File: src/rtl/countdown_timer_if.sv
// Control/status bundle for countdown_timer.
//   master : drives i_en, i_load, i_load_val, i_periodic, i_clear;
//            observes o_count, o_busy, o_done
//   slave  : the timer itself (the mirror image)
interface countdown_timer_if #(
  parameter int WIDTH = 12
);
  logic             i_en;
  logic             i_load;
  logic [WIDTH-1:0] i_load_val;
  logic             i_periodic;
  logic             i_clear;
  logic [WIDTH-1:0] o_count;
  logic             o_busy;
  logic             o_done;

  modport master (
    output i_en, i_load, i_load_val, i_periodic, i_clear,
    input  o_count, o_busy, o_done
  );

  modport slave (
    input  i_en, i_load, i_load_val, i_periodic, i_clear,
    output o_count, o_busy, o_done
  );
endinterface

File: src/rtl/countdown_timer.sv
// Loadable down-counter / timer.
// Loads a start value, decrements once per enabled clock while running and
// emits a one-cycle o_done pulse on expiry. One-shot mode stops at zero,
// periodic mode reloads the captured start value and keeps running.
// Ports:
//   i_clk : system clock, rising edge
//   i_rst : synchronous reset, active-high
//   bus   : countdown_timer_if slave modport (enable, load, load value,
//           mode, clear in; count, busy, done out -- all outputs registered)
module countdown_timer #(
  parameter int WIDTH = 12
) (
  input logic               i_clk,
  input logic               i_rst,
  countdown_timer_if.slave  bus
);

  typedef enum logic {
    IDLE = 1'b0,
    RUN  = 1'b1
  } state_t;

  localparam logic [WIDTH-1:0] ONE = WIDTH'(1);

  state_t           state_q,    state_d;
  logic [WIDTH-1:0] count_q,    count_d;
  logic [WIDTH-1:0] reload_q,   reload_d;
  logic             periodic_q, periodic_d;
  logic             done_q,     done_d;
  logic             busy_q,     busy_d;

  always_comb begin
    state_d    = state_q;
    count_d    = count_q;
    reload_d   = reload_q;
    periodic_d = periodic_q;
    done_d     = 1'b0;

    if (bus.i_clear) begin
      // Abort keeps the captured reload value and mode.
      count_d = '0;
      state_d = IDLE;
    end else if (bus.i_load) begin
      count_d    = bus.i_load_val;
      reload_d   = bus.i_load_val;
      periodic_d = bus.i_periodic;
      if (bus.i_load_val == '0) begin
        // Zero load expires immediately and never enters RUN, so a periodic
        // reload of zero can never be reached.
        state_d = IDLE;
        done_d  = 1'b1;
      end else begin
        state_d = RUN;
      end
    end else if (state_q == RUN && bus.i_en) begin
      if (count_q > ONE) begin
        count_d = count_q - ONE;
      end else begin
        done_d = 1'b1;
        if (periodic_q) begin
          count_d = reload_q;
        end else begin
          count_d = '0;
          state_d = IDLE;
        end
      end
    end

    busy_d = (state_d == RUN);
  end

  always_ff @(posedge i_clk) begin
    if (i_rst) begin
      state_q    <= IDLE;
      count_q    <= '0;
      reload_q   <= '0;
      periodic_q <= 1'b0;
      done_q     <= 1'b0;
      busy_q     <= 1'b0;
    end else begin
      state_q    <= state_d;
      count_q    <= count_d;
      reload_q   <= reload_d;
      periodic_q <= periodic_d;
      done_q     <= done_d;
      busy_q     <= busy_d;
    end
  end

  assign bus.o_count = count_q;
  assign bus.o_busy  = busy_q;
  assign bus.o_done  = done_q;

endmodule

File: src/flat_wrapper.sv
// flat-port wrapper written by rule: the top's interface ports become plain ports
module countdown_timer_flat 
#(
  parameter int WIDTH = 12
)
  (i_clk, i_rst, bus_i_en, bus_i_load, bus_i_load_val, bus_i_periodic, bus_i_clear, bus_o_count, bus_o_busy, bus_o_done);
  countdown_timer_if #(.WIDTH(WIDTH)) bus_i ();
  input logic i_clk;
  input logic i_rst;
  input wire logic [$bits(bus_i.i_en)-1:0] bus_i_en;
  input wire logic [$bits(bus_i.i_load)-1:0] bus_i_load;
  input wire logic [$bits(bus_i.i_load_val)-1:0] bus_i_load_val;
  input wire logic [$bits(bus_i.i_periodic)-1:0] bus_i_periodic;
  input wire logic [$bits(bus_i.i_clear)-1:0] bus_i_clear;
  output wire logic [$bits(bus_i.o_count)-1:0] bus_o_count;
  output wire logic [$bits(bus_i.o_busy)-1:0] bus_o_busy;
  output wire logic [$bits(bus_i.o_done)-1:0] bus_o_done;
  assign bus_i.i_en = bus_i_en;
  assign bus_i.i_load = bus_i_load;
  assign bus_i.i_load_val = bus_i_load_val;
  assign bus_i.i_periodic = bus_i_periodic;
  assign bus_i.i_clear = bus_i_clear;
  assign bus_o_count = bus_i.o_count;
  assign bus_o_busy = bus_i.o_busy;
  assign bus_o_done = bus_i.o_done;
  countdown_timer #(.WIDTH(WIDTH)) u_core (.i_clk(i_clk), .i_rst(i_rst), .bus(bus_i));
endmodule
File: config.mk
export PLATFORM = sky130hd
export DESIGN_NAME = countdown_timer_flat
export DESIGN_NICKNAME = d
export VERILOG_FILES = /design/src/rtl/countdown_timer_if.sv /design/src/rtl/countdown_timer.sv /design/src/flat_wrapper.sv
export SDC_FILE = /design/constraint.sdc
export NUM_CORES = 1
export LEC_CHECK = 0
export CAP_MARGIN = 40
export CORE_MARGIN = 2
export CORE_UTILIZATION = 34
export DETAILED_ROUTE_END_ITERATION = 8
export GPL_TIMING_DRIVEN = 0
export HOLD_SLACK_MARGIN = 0.02
export PLACE_DENSITY = 0.54
export REMOVE_ABC_BUFFERS = 1
export SKIP_CTS_REPAIR_TIMING = 1
export SLEW_MARGIN = 40
export SYNTH_ARGS = -nofsm -noshare
export SYNTH_HDL_FRONTEND = slang
export SYNTH_SLANG_ARGS = --single-unit
export TNS_END_PERCENT = 30
File: constraint.sdc
create_clock -name i_clk -period 3.5 [get_ports i_clk]
set_clock_uncertainty 0.2 [all_clocks]
set_input_delay 0.7 -clock i_clk [delete_from_list [all_inputs] [get_ports i_clk]]
set_output_delay 0.7 -clock i_clk [all_outputs]
set_load 0.005 [all_outputs]
Word-level counts from Yosys, hierarchy flattened
Index checks and enable logic that the tools add are counted.
Operators by class
  $add $sub $neg: 1
  multipliers: 0
  divide/modulo/power cells: 0
  order comparisons: 1
  equality and inequality tests: 2
  shift-type cells: 0
  multiplexer cells: 13
  bitwise logic cells: 1
  reductions and logical operators: 6
Operator list (number)
  12-bit 2-to-1 mux: 4
  12-bit by 1-bit > comparator with 1-bit output (second input constant): 1
  12-bit logical NOT: 1
  12-bit by 1-bit subtractor with 12-bit output (second input constant): 1
  1-bit 2-to-1 mux: 9
  2-bit != test (second input constant): 2
  3-bit AND reduction: 1
  2-bit AND reduction: 1
  2-bit nonzero test: 1
  2-bit OR reduction: 1
  1-bit logical AND: 1
  1-bit NOT: 1
Word-level totals
  register bits: 27
  latch bits: 0
  bits in writable memories: 0
  ROM bits: 0
  output and inout port bits: 14
  memories kept: 0

Logic depth before layout (Yosys ltp)
Gate-level depths: netlist of the first run.
  depth in word-level cells: 4
  mapped depth: 9

Least setup slack after synthesis of the first run
OpenSTA, ideal clock, no wires.
  kind: input-to-reg
  from: input port bus_i_clear
  to: register u_core.count_q[8], in the netlist u_core.bus.o_count[8]
  setup time: 59 ps
  data arrival time: 1834 ps
  slack: 1406 ps
  stages on the path: 5
  path buffers: 1
  cells stage by stage: or2_1 or3_1 buf_2 nor3_2 a221o_1
Between the ends
  word-level cells in the longest chain between the ends: 1
RTL lines
  start, declared: line flat_wrapper.sv:14  | input wire logic [$bits(bus_i.i_clear)-1:0] bus_i_clear;
  2-bit OR reduction (no line)
  end signal, assigned: line countdown_timer.sv:82  | count_q <= count_d;
  end, declared: line countdown_timer.sv:26  | logic [WIDTH-1:0] count_q, count_d;
No other way between the ends.
A chain may end at the register's enable or synchronous reset.

Worst setup path in the final report of the first run
  from: input port i_rst
  to: register u_core.count_q[8], in the netlist u_core.bus.o_count[8]
Between the ends
  word-level cells in the longest chain between the ends: 1
RTL lines
  start, declared: line flat_wrapper.sv:9  | input logic i_rst;
  2-bit OR reduction (no line)
No other way between the ends.

==> impl_metrics.toml, run 1 <==
[run_status]
outcome = "finished, final reports clean"

[timing]
worst_slew_pin_slew_ns = 0.700
post-route-period-util_pct = 92.0
timing.slew.headroom_pct = 53.2
setup_viol = 0
rsz0062_at_grt = "no"
hold_violations = 0
min_period_ns = 3.22
fin_tns_setup_ns = 0
fmax_ghz = 0.311
drv_slew = 0

[yosys]
yosysSeqAreaShare_pct = 37.0
syn_inst = 182
yosys_most_used_dff = "dfxtp_1"
synth.avg_cell_area_um2 = 8.03
async_reset_ff_share_pct = 0
yosys.area.top_type = "dfxtp_1"
synth_top_area_share_pct = 37.0
synthesis.area_um2 = 1460
synth_edf_count = 0
synth_seq_cells = 27
synth.top_cells.by_area = "dfxtp_1 37%, nand2_1 8.5%, a21oi_1 6.8%, a22oi_1 4.6%, nor2_1 4.6%"
yosysUniqueCellTypes = 40
synth_warnings = 0

[clocking]
cts_tree = "built"
ctsHtreeMaxLevel = 1
clock_path_buffers = 2
root_buffer = "clkbuf_8"
numCtsBuffers = 3
clk_pin_slew_ns = 0.10
clk_latency_ns = 0.27
cts_sinks = 27

[layout]
drive_gt1_share_pct = 6.31
nFillCells = 407
fin_nets = 227
syn_to_final_growth_pct = 24.8
final_common_cell = "nand2_1"
antennaDiodeCount = 0
fin_area_um2 = 1820
mostFrequentLayoutCells = "33 x nand2_1, 31 x clkdlybuf4s50_1, 27 x dfxtp_1"

[floorplanning]
die_w_um = 69.6
top_level_ports = 32
die_y_um = 69.6
dieArea_um2 = 4840
fp-row-count = 23
initial_utilization_pct = 36.0
coreArea_um2 = 4060

[grt]
grt_usage_pct = 18.1
grt_max_degree = 18
antenna_found_initial = 0
grt_pass1_wl_um = 7150
gr-total-overflow = 0
grt_pass1_vias = 1432

[placement]
dp_hpwl_um = 2970
io_buffer_count = 31
gp_congestion = 0.797
place_area_um2 = 1780

[critical_path]
arrival_ns = 3.24
path_max_fanout = 15
ff2ff_setup_slack_ns = 1.14
critPathRequiredTime_ns = 3.52
r2r_cells = 5
worstSetupPathType = "primary input to flip-flop"
critPathCaptureType = "flip-flop"
start_kind = "primary input"
rr_startpoint = "u_core.bus.o_count[3]"
r2r-end = "u_core.bus.o_count[6]"

[min_path]
hold_end = "u_core.reload_q[5]"
min_from = "u_core.reload_q[5]"
min_path_cells = 2
holdCritPathClass = "flip-flop to flip-flop"

[detailed_routing]
wl_met3_um = 164
dr_wl_met2_um = 2090
topRoutingLayerUsed = "met4"
drt_iter0_drc = 119
wl_per_cell_um = 16.8
dr.pass1.iters = 4
vias = 1455
viasPerCell = 5.68
totalWireLength_um = 4300
drc = 0
met1Wirelength_um = 2020
ant_nets = 0

[power]
p_total_mw = 0.673
vdd_drop_max_v = 0.000134
leakage_nw = 0.639
power.density_nw_per_um2 = 369

[job]
cap_violations = 0
per-layer routing:
layer,up-vias,global-route usage [%]
met1,701,25.0
met5,-,0
li1,711,-
met2,39,29.6
met4,0,5.01
met3,4,2.33
worst max-delay path by stage:
stage                      from                     end  slack, ns  cells after the start
detailed placement        i_rst   u_core.bus.o_count[8]       0.03                      5
global placement          i_rst   u_core.bus.o_count[8]       0.02                      5
global route              i_rst  u_core.bus.o_count[10]       0.16                      5
floorplan           bus_i_clear   u_core.bus.o_count[6]       1.29                      5
CTS                       i_rst   u_core.bus.o_count[8]       0.32                      5
finish                    i_rst   u_core.bus.o_count[8]       0.28                      5
worst max-delay path, stage by stage:
cell,delay (ns)
clkdlybuf4s50_1,0.74
or2_1,0.58
or3_1,0.60
nor3_2,0.41
a221o_1,0.20
logic make-up after synthesis:
group / after synthesis / share of synthesized area (%)
AOI/OAI and AO/OA: 56 / 24.5
xor gates and xnor gates: 6 / 3.60
and+or+nand+nor: 77 / 28.3
DFF: 27 / 37.0
adders and majority gates: 2 / 1.71
buffers and inverters: 14 / 4.97
per-stage QoR:
| stage | utilization, % | std cells | setup slack [ns] | hold WS [ns] |
|---|---|---|---|---|
| after floorplan | - | 171 | 1.29 | 0.226 |
| after global placement | 43.7 | 252 | 0.0197 | 0.244 |
| after detailed placement | 43.8 | 252 | 0.0318 | 0.250 |
| after CTS | 45.0 | 256 | 0.324 | 0.263 |
| after global routing | 45.0 | 256 | 0.158 | 0.289 |
| final | 45.0 | 256 | 0.281 | 0.260 |
synthesized netlist by cell type (5+ instances only):
cell type  count
clkbuf_1       7
dfxtp_1       27
nand2_1       33
o21ai_0        5
a31oi_1        7
xnor2_1        5
nor2_1        18
o22ai_1        5
a22oi_1        9
a21oi_1       20
state kept, by name (all words and copies together), names as in the netlist:
name	cells
u_core.bus.o_count	12
u_core.bus.o_done	1
u_core.bus.o_busy	1
u_core.reload_q	12
u_core.periodic_q	1
layout make-up:
cell class,count,area (um2),share of cell area [%]
clock buffer,4,45.0,2.47
inverter,3,11.3,0.617
multi-input combinational,141,855,46.8
sequential,27,541,29.6
tap,50,62.6,3.43
timing repair buffer,31,310,17.0
where the power goes:
group | total [mW] | internal, mW | switching [mW] | leakage, nW
combinational | 0.153 | 0.0723 | 0.0806 | 0.396
clock | 0.183 | 0.0817 | 0.102 | 0.0228
sequential | 0.336 | 0.320 | 0.0166 | 0.221
total | 0.673 | 0.474 | 0.199 | 0.639
No activity file was read; power rests on OpenSTA's default activity.
==> inputs of run 2 (changes only) <==
SLEW_MARGIN = 10   (was 40)
==> run 2 against run 1 <==
Effect of this change: power increased by 0.25%; global-route usage increased by 0.64 points; maximum frequency decreased by 0.90%; sequential share of layout area decreased by 0.14 points; hold slack improved by 0.0024 ns; die area unchanged; setup slack got worse by 0.029 ns; design area increased by 0.48%; largest power group unchanged; non-clock buffer count increased by 2.
==> impl_metrics.toml, run 2 (same netlist as run 1, synthesis figures left out) <==
[layout]
syn_to_final_growth_pct = 25.4
final_common_cell = "nand2_1"
drive_gt1_share_pct = 6.25
mostFrequentLayoutCells = "33 x nand2_1, 31 x clkdlybuf4s50_1, 27 x dfxtp_1"
antennaDiodeCount = 0
fin_util_pct = 45.2
nFillCells = 399
fin_area_um2 = 1830
fin_nets = 229

[timing]
post-route-period-util_pct = 92.8
whs_ns = 0.262
setup_slack_ns = 0.251
rsz0062_at_grt = "no"
hold_violations = 0
worst_slew_pin_slew_ns = 0.668
timing.slew.headroom_pct = 55.3
fmax_ghz = 0.308
setup_viol = 0
drv_slew = 0
min_period_ns = 3.25

[critical_path]
crit_family = "simple AND/OR/NAND/NOR gates"
cp_num_buf_inv = 1
critPathCaptureType = "flip-flop"
worstSetupPathType = "primary input to flip-flop"
critPathRequiredTime_ns = 3.53
cp_cell_sequence = "clkdlybuf4s50_1 -> or2_1 -> or3_1 -> nor3_2 -> a221o_1"
arrival_ns = 3.28
cp_slowest_cell = "clkdlybuf4s50_1"
path_max_fanout = 15
slowest_delay_ns = 0.74
start_kind = "primary input"

[floorplanning]
die_y_um = 69.6
fp-row-count = 23
coreArea_um2 = 4060
initial_utilization_pct = 36.0
die_w_um = 69.6
top_level_ports = 32
dieArea_um2 = 4840

[grt]
grt_pass1_vias = 1499
gr-total-overflow = 0
grt_pass1_wl_um = 7300
grt_usage_pct = 18.7
antenna_found_initial = 0
grt_max_degree = 18

[power]
leakage_nw = 0.649
vdd_drop_max_v = 0.000152
power.density_nw_per_um2 = 368

[detailed_routing]
totalWireLength_um = 4280
wl_per_cell_um = 16.6
drt_iter0_drc = 77
vias = 1456
drc = 0
ant_nets = 0
dr.pass1.iters = 4
viasPerCell = 5.64

[clocking]
clock_path_buffers = 2
cts_sinks = 27
root_buffer = "clkbuf_8"
cts_tree = "built"
numCtsBuffers = 3
clk_pin_slew_ns = 0.10
ctsHtreeMaxLevel = 1
clk_latency_ns = 0.27

[min_path]
holdCritPathClass = "flip-flop to flip-flop"

[job]
cap_violations = 0

[placement]
gp_congestion = 0.797
io_buffer_count = 31
place_area_um2 = 1790
dp_hpwl_um = 3050
dp_slack_ns = -0.00368

[run_status]
outcome = "finished, final reports clean"
## run 2: cell count changes in the layout (fill, tap and decap cells not counted)
cell     previous run  this run
a21oi_1            19        20
buf_4               0         2
nor2_2              1         0
nor2_1             17        18
a21oi_2             1         0
## run 2: power by group
part | total, mW | internal (mW) | switching [mW] | leakage [nW]
combinational | 0.154 | 0.0736 | 0.0803 | 0.406
clock | 0.184 | 0.0818 | 0.102 | 0.0228
sequential | 0.336 | 0.320 | 0.0165 | 0.221
total | 0.674 | 0.475 | 0.199 | 0.649
## run 2: path summary, 6_finish.rpt
kind / from / to / slack (ns) / cells past startpoint
setup / recovery: i_rst / u_core.bus.o_count[8] / 0.25 / 5
hold / removal: u_core.reload_q[5] / u_core.reload_q[5] / 0.26 / 2
setup reg to reg: u_core.bus.o_count[3] / u_core.bus.o_count[6] / 1.11 / 5
hold reg to reg: u_core.reload_q[5] / u_core.reload_q[5] / 0.26 / 2
## run 2: per-layer routing
metal | track usage (%) | part of all wire, % | vias to the layer above
li1 | - | - | 716
met1 | 25.0 | 44 | 687
met2 | 31.0 | 48 | 49
met3 | 2.76 | 6.2 | 4
met4 | 6.10 | 0.82 | 0
met5 | 0 | 0 | -
## run 2: area by class of cell
cell class                      instances  area [um2]  share of cell area [%]
Tap cell                               50        62.6                    3.41
Multi-Input combinational cell        141         848                    46.3
Clock buffer                            4        45.0                    2.46
Sequential cell                        27         541                    29.5
Timing Repair Buffer                   33         325                    17.7
Inverter                                3        11.3                   0.614
## run 2: stage by stage
stage	setup TNS, ns	instances	power [mW]
detailed placement	-0.00526	254	0.496
floorplan	0	171	0.428
global placement	0	252	0.493
CTS	0	258	0.678
global route	0	258	0.711
finish	0	258	0.674
## run 2: worst reg2reg max path: cells and delay by family (launching register included)
kind / cells / cell delay, ns
flops: 1 / 0.40
compound gates: 1 / 0.22
simple gates: 4 / 1.47
==> inputs of run 3 (changes only) <==
ABC_AREA = 1   (was unset)
==> run 3 against run 2 <==
Effect of this change: first-iteration DRC count up 7.8%; critical path depth up 4; power up 4.0%; synthesized cell count up 34%; critical endpoint is now u_core.bus.o_busy.
==> impl_metrics.toml, run 3 <==
[clocking]
cts_tree = "built"
cts_sinks = 27
clk_latency_ns = 0.28
root_buffer = "clkbuf_8"
ctsHtreeMaxLevel = 1
clock_path_buffers = 2
numCtsBuffers = 3
clk_pin_slew_ns = 0.10

[yosys]
yosysMostFrequentCell = "nand2_1"
async_reset_ff_share_pct = 0
synth.top_cells.by_area = "dfxtp_1 33%, nand2_1 11%, inv_1 9.7%, nand3_1 8.0%, nor2_1 7.2%"
synth_top_area_share_pct = 33.4
yosysSeqAreaShare_pct = 33.4
synthTopCellsByCount = "47 x nand2_1, 42 x inv_1, 31 x nor2_1"
syn_inst = 244
synthesis.area_um2 = 1620
synth_seq_cells = 27
yosys_most_used_dff = "dfxtp_1"
synth.avg_cell_area_um2 = 6.64
yosys.area.top_type = "dfxtp_1"
synth_warnings = 0
synth_edf_count = 0
yosysUniqueCellTypes = 24

[grt]
grt_pass1_vias = 1480
grt_max_degree = 16
antenna_found_initial = 0
grt_pass1_wl_um = 7350
gr-total-overflow = 0
grt_usage_pct = 17.7

[detailed_routing]
drc = 0
vias = 1598
ant_nets = 0
viasPerCell = 4.90
drt_iter0_drc = 83
wl_per_cell_um = 13.3
dr.pass1.iters = 4
totalWireLength_um = 4340

[timing]
rsz0062_at_grt = "no"
fin_tns_setup_ns = 0
setup_viol = 0
min_period_ns = 2.46
post-route-period-util_pct = 70.3
drv_slew = 0
fmax_ghz = 0.406
timing.slew.headroom_pct = 55.5
hold_violations = 0
worst_slew_pin_slew_ns = 0.665

[critical_path]
worstSetupPathType = "primary input to flip-flop"
path_max_fanout = 7
worst_path_most_repeated_cell = "inv_1"
cp_slowest_cell = "clkdlybuf4s50_1"
slowest_delay_ns = 0.45
critPathCaptureType = "flip-flop"
arrival_ns = 2.44
start_kind = "primary input"
cp_cell_sequence = "clkdlybuf4s50_1 -> nand2_1 -> nor2_1 -> buf_4 -> inv_1 -> nor2_1 -> inv_1 -> o21ai_0 -> inv_1"
critPathRequiredTime_ns = 3.48

[placement]
dp_hpwl_um = 3150
gp_congestion = 0.789
io_buffer_count = 31

[floorplanning]
initial_utilization_pct = 34.8
fp-row-count = 25
coreArea_um2 = 4660
top_level_ports = 32
dieArea_um2 = 5330
die_y_um = 73.0
die_w_um = 73.0

[power]
power.density_nw_per_um2 = 350
vdd_drop_max_v = 0.000140
leakage_nw = 0.841
p_total_mw = 0.702

[layout]
fin_nets = 293
nFillCells = 520
drive_gt1_share_pct = 6.99
syn_to_final_growth_pct = 23.6
antennaDiodeCount = 0
seqCellArea_um2 = 541
multiInputGateArea_um2 = 860
mostFrequentLayoutCells = "47 x nand2_1, 42 x inv_1, 31 x nor2_1, 31 x clkdlybuf4s50_1, 27 x dfxtp_1"
final_common_cell = "nand2_1"

[run_status]
outcome = "finished, final reports clean"

[job]
cap_violations = 0

[min_path]
holdCritPathClass = "flip-flop to flip-flop"
## run 3: cell count changes in the layout (fill, tap and decap cells not counted), moves of 4 or more
cell	delta
a31oi_1	-6
nand2_1	+14
xnor2_1	-5
o22ai_1	+6
a21oi_2	+4
a21oi_1	-9
nand3_1	+25
inv_1	+39
a22oi_1	-9
nor2_1	+13
a211oi_1	+12
## run 3: stage by stage
stage / std cells / setup WS, ns / cell area, um2 / utilization [%] / hold WS [ns]
after floorplan: 235 / 1.50 / 1560 / - / 0.257
after global placement: 320 / 0.532 / 1940 / 41.5 / 0.281
after detailed placement: 322 / 0.742 / 1960 / 42.0 / 0.279
after CTS: 326 / 1.04 / 2000 / 43.0 / 0.297
after global routing: 326 / 0.830 / 2000 / 43.0 / 0.321
final: 326 / 1.04 / 2000 / 43.0 / 0.295
## run 3: worst paths after layout
path | to | depth (start not counted) | from | slack [ns]
hold reg to reg | u_core.bus.o_count[0] | 2 | u_core.reload_q[0] | 0.29
setup reg to reg | u_core.bus.o_busy | 8 | u_core.bus.o_busy | 1.54
hold / removal | u_core.bus.o_count[0] | 2 | u_core.reload_q[0] | 0.29
setup / recovery | u_core.bus.o_busy | 9 | bus_i_en | 1.04
## run 3: cell families (layout without fill, tap and decap cells)
group | after synthesis | in the layout | synth area share, %
xor+xnor | 1 | 1 | 0.541
simple gates | 116 | 116 | 31.9
fa+ha+maj | 2 | 2 | 1.54
flops | 27 | 27 | 33.4
buf+inv | 51 | 79 | 13.6
compound gates | 47 | 47 | 19.1
## run 3: per-layer routing
layer  wire length, um  GRT usage [%]
met1              2220           25.3
met5                 0              0
met2              1950           28.7
met3               156           2.49
met4                17           3.09
## run 3: final cells by class
| cell class | count | share of cell area [%] |
|---|---|---|
| tap | 54 | 3.37 |
| clock buffer | 4 | 2.25 |
| sequential | 27 | 27.0 |
| timing repair buffer | 33 | 16.6 |
| multi-input combinational | 166 | 42.9 |
| inverter | 42 | 7.87 |
## run 3: power breakdown
part | internal (mW) | switching, mW
Sequential | 0.323 | 0.0159
Clock | 0.0818 | 0.103
Combinational | 0.0754 | 0.103
Total | 0.480 | 0.222
## run 3: worst max-delay path, delay by kind of cell
family	cells	cell delay [ns]
and+or+nand+nor	3	0.70
AOI/OAI and AO/OA	1	0.15
buffers and inverters	5	0.89
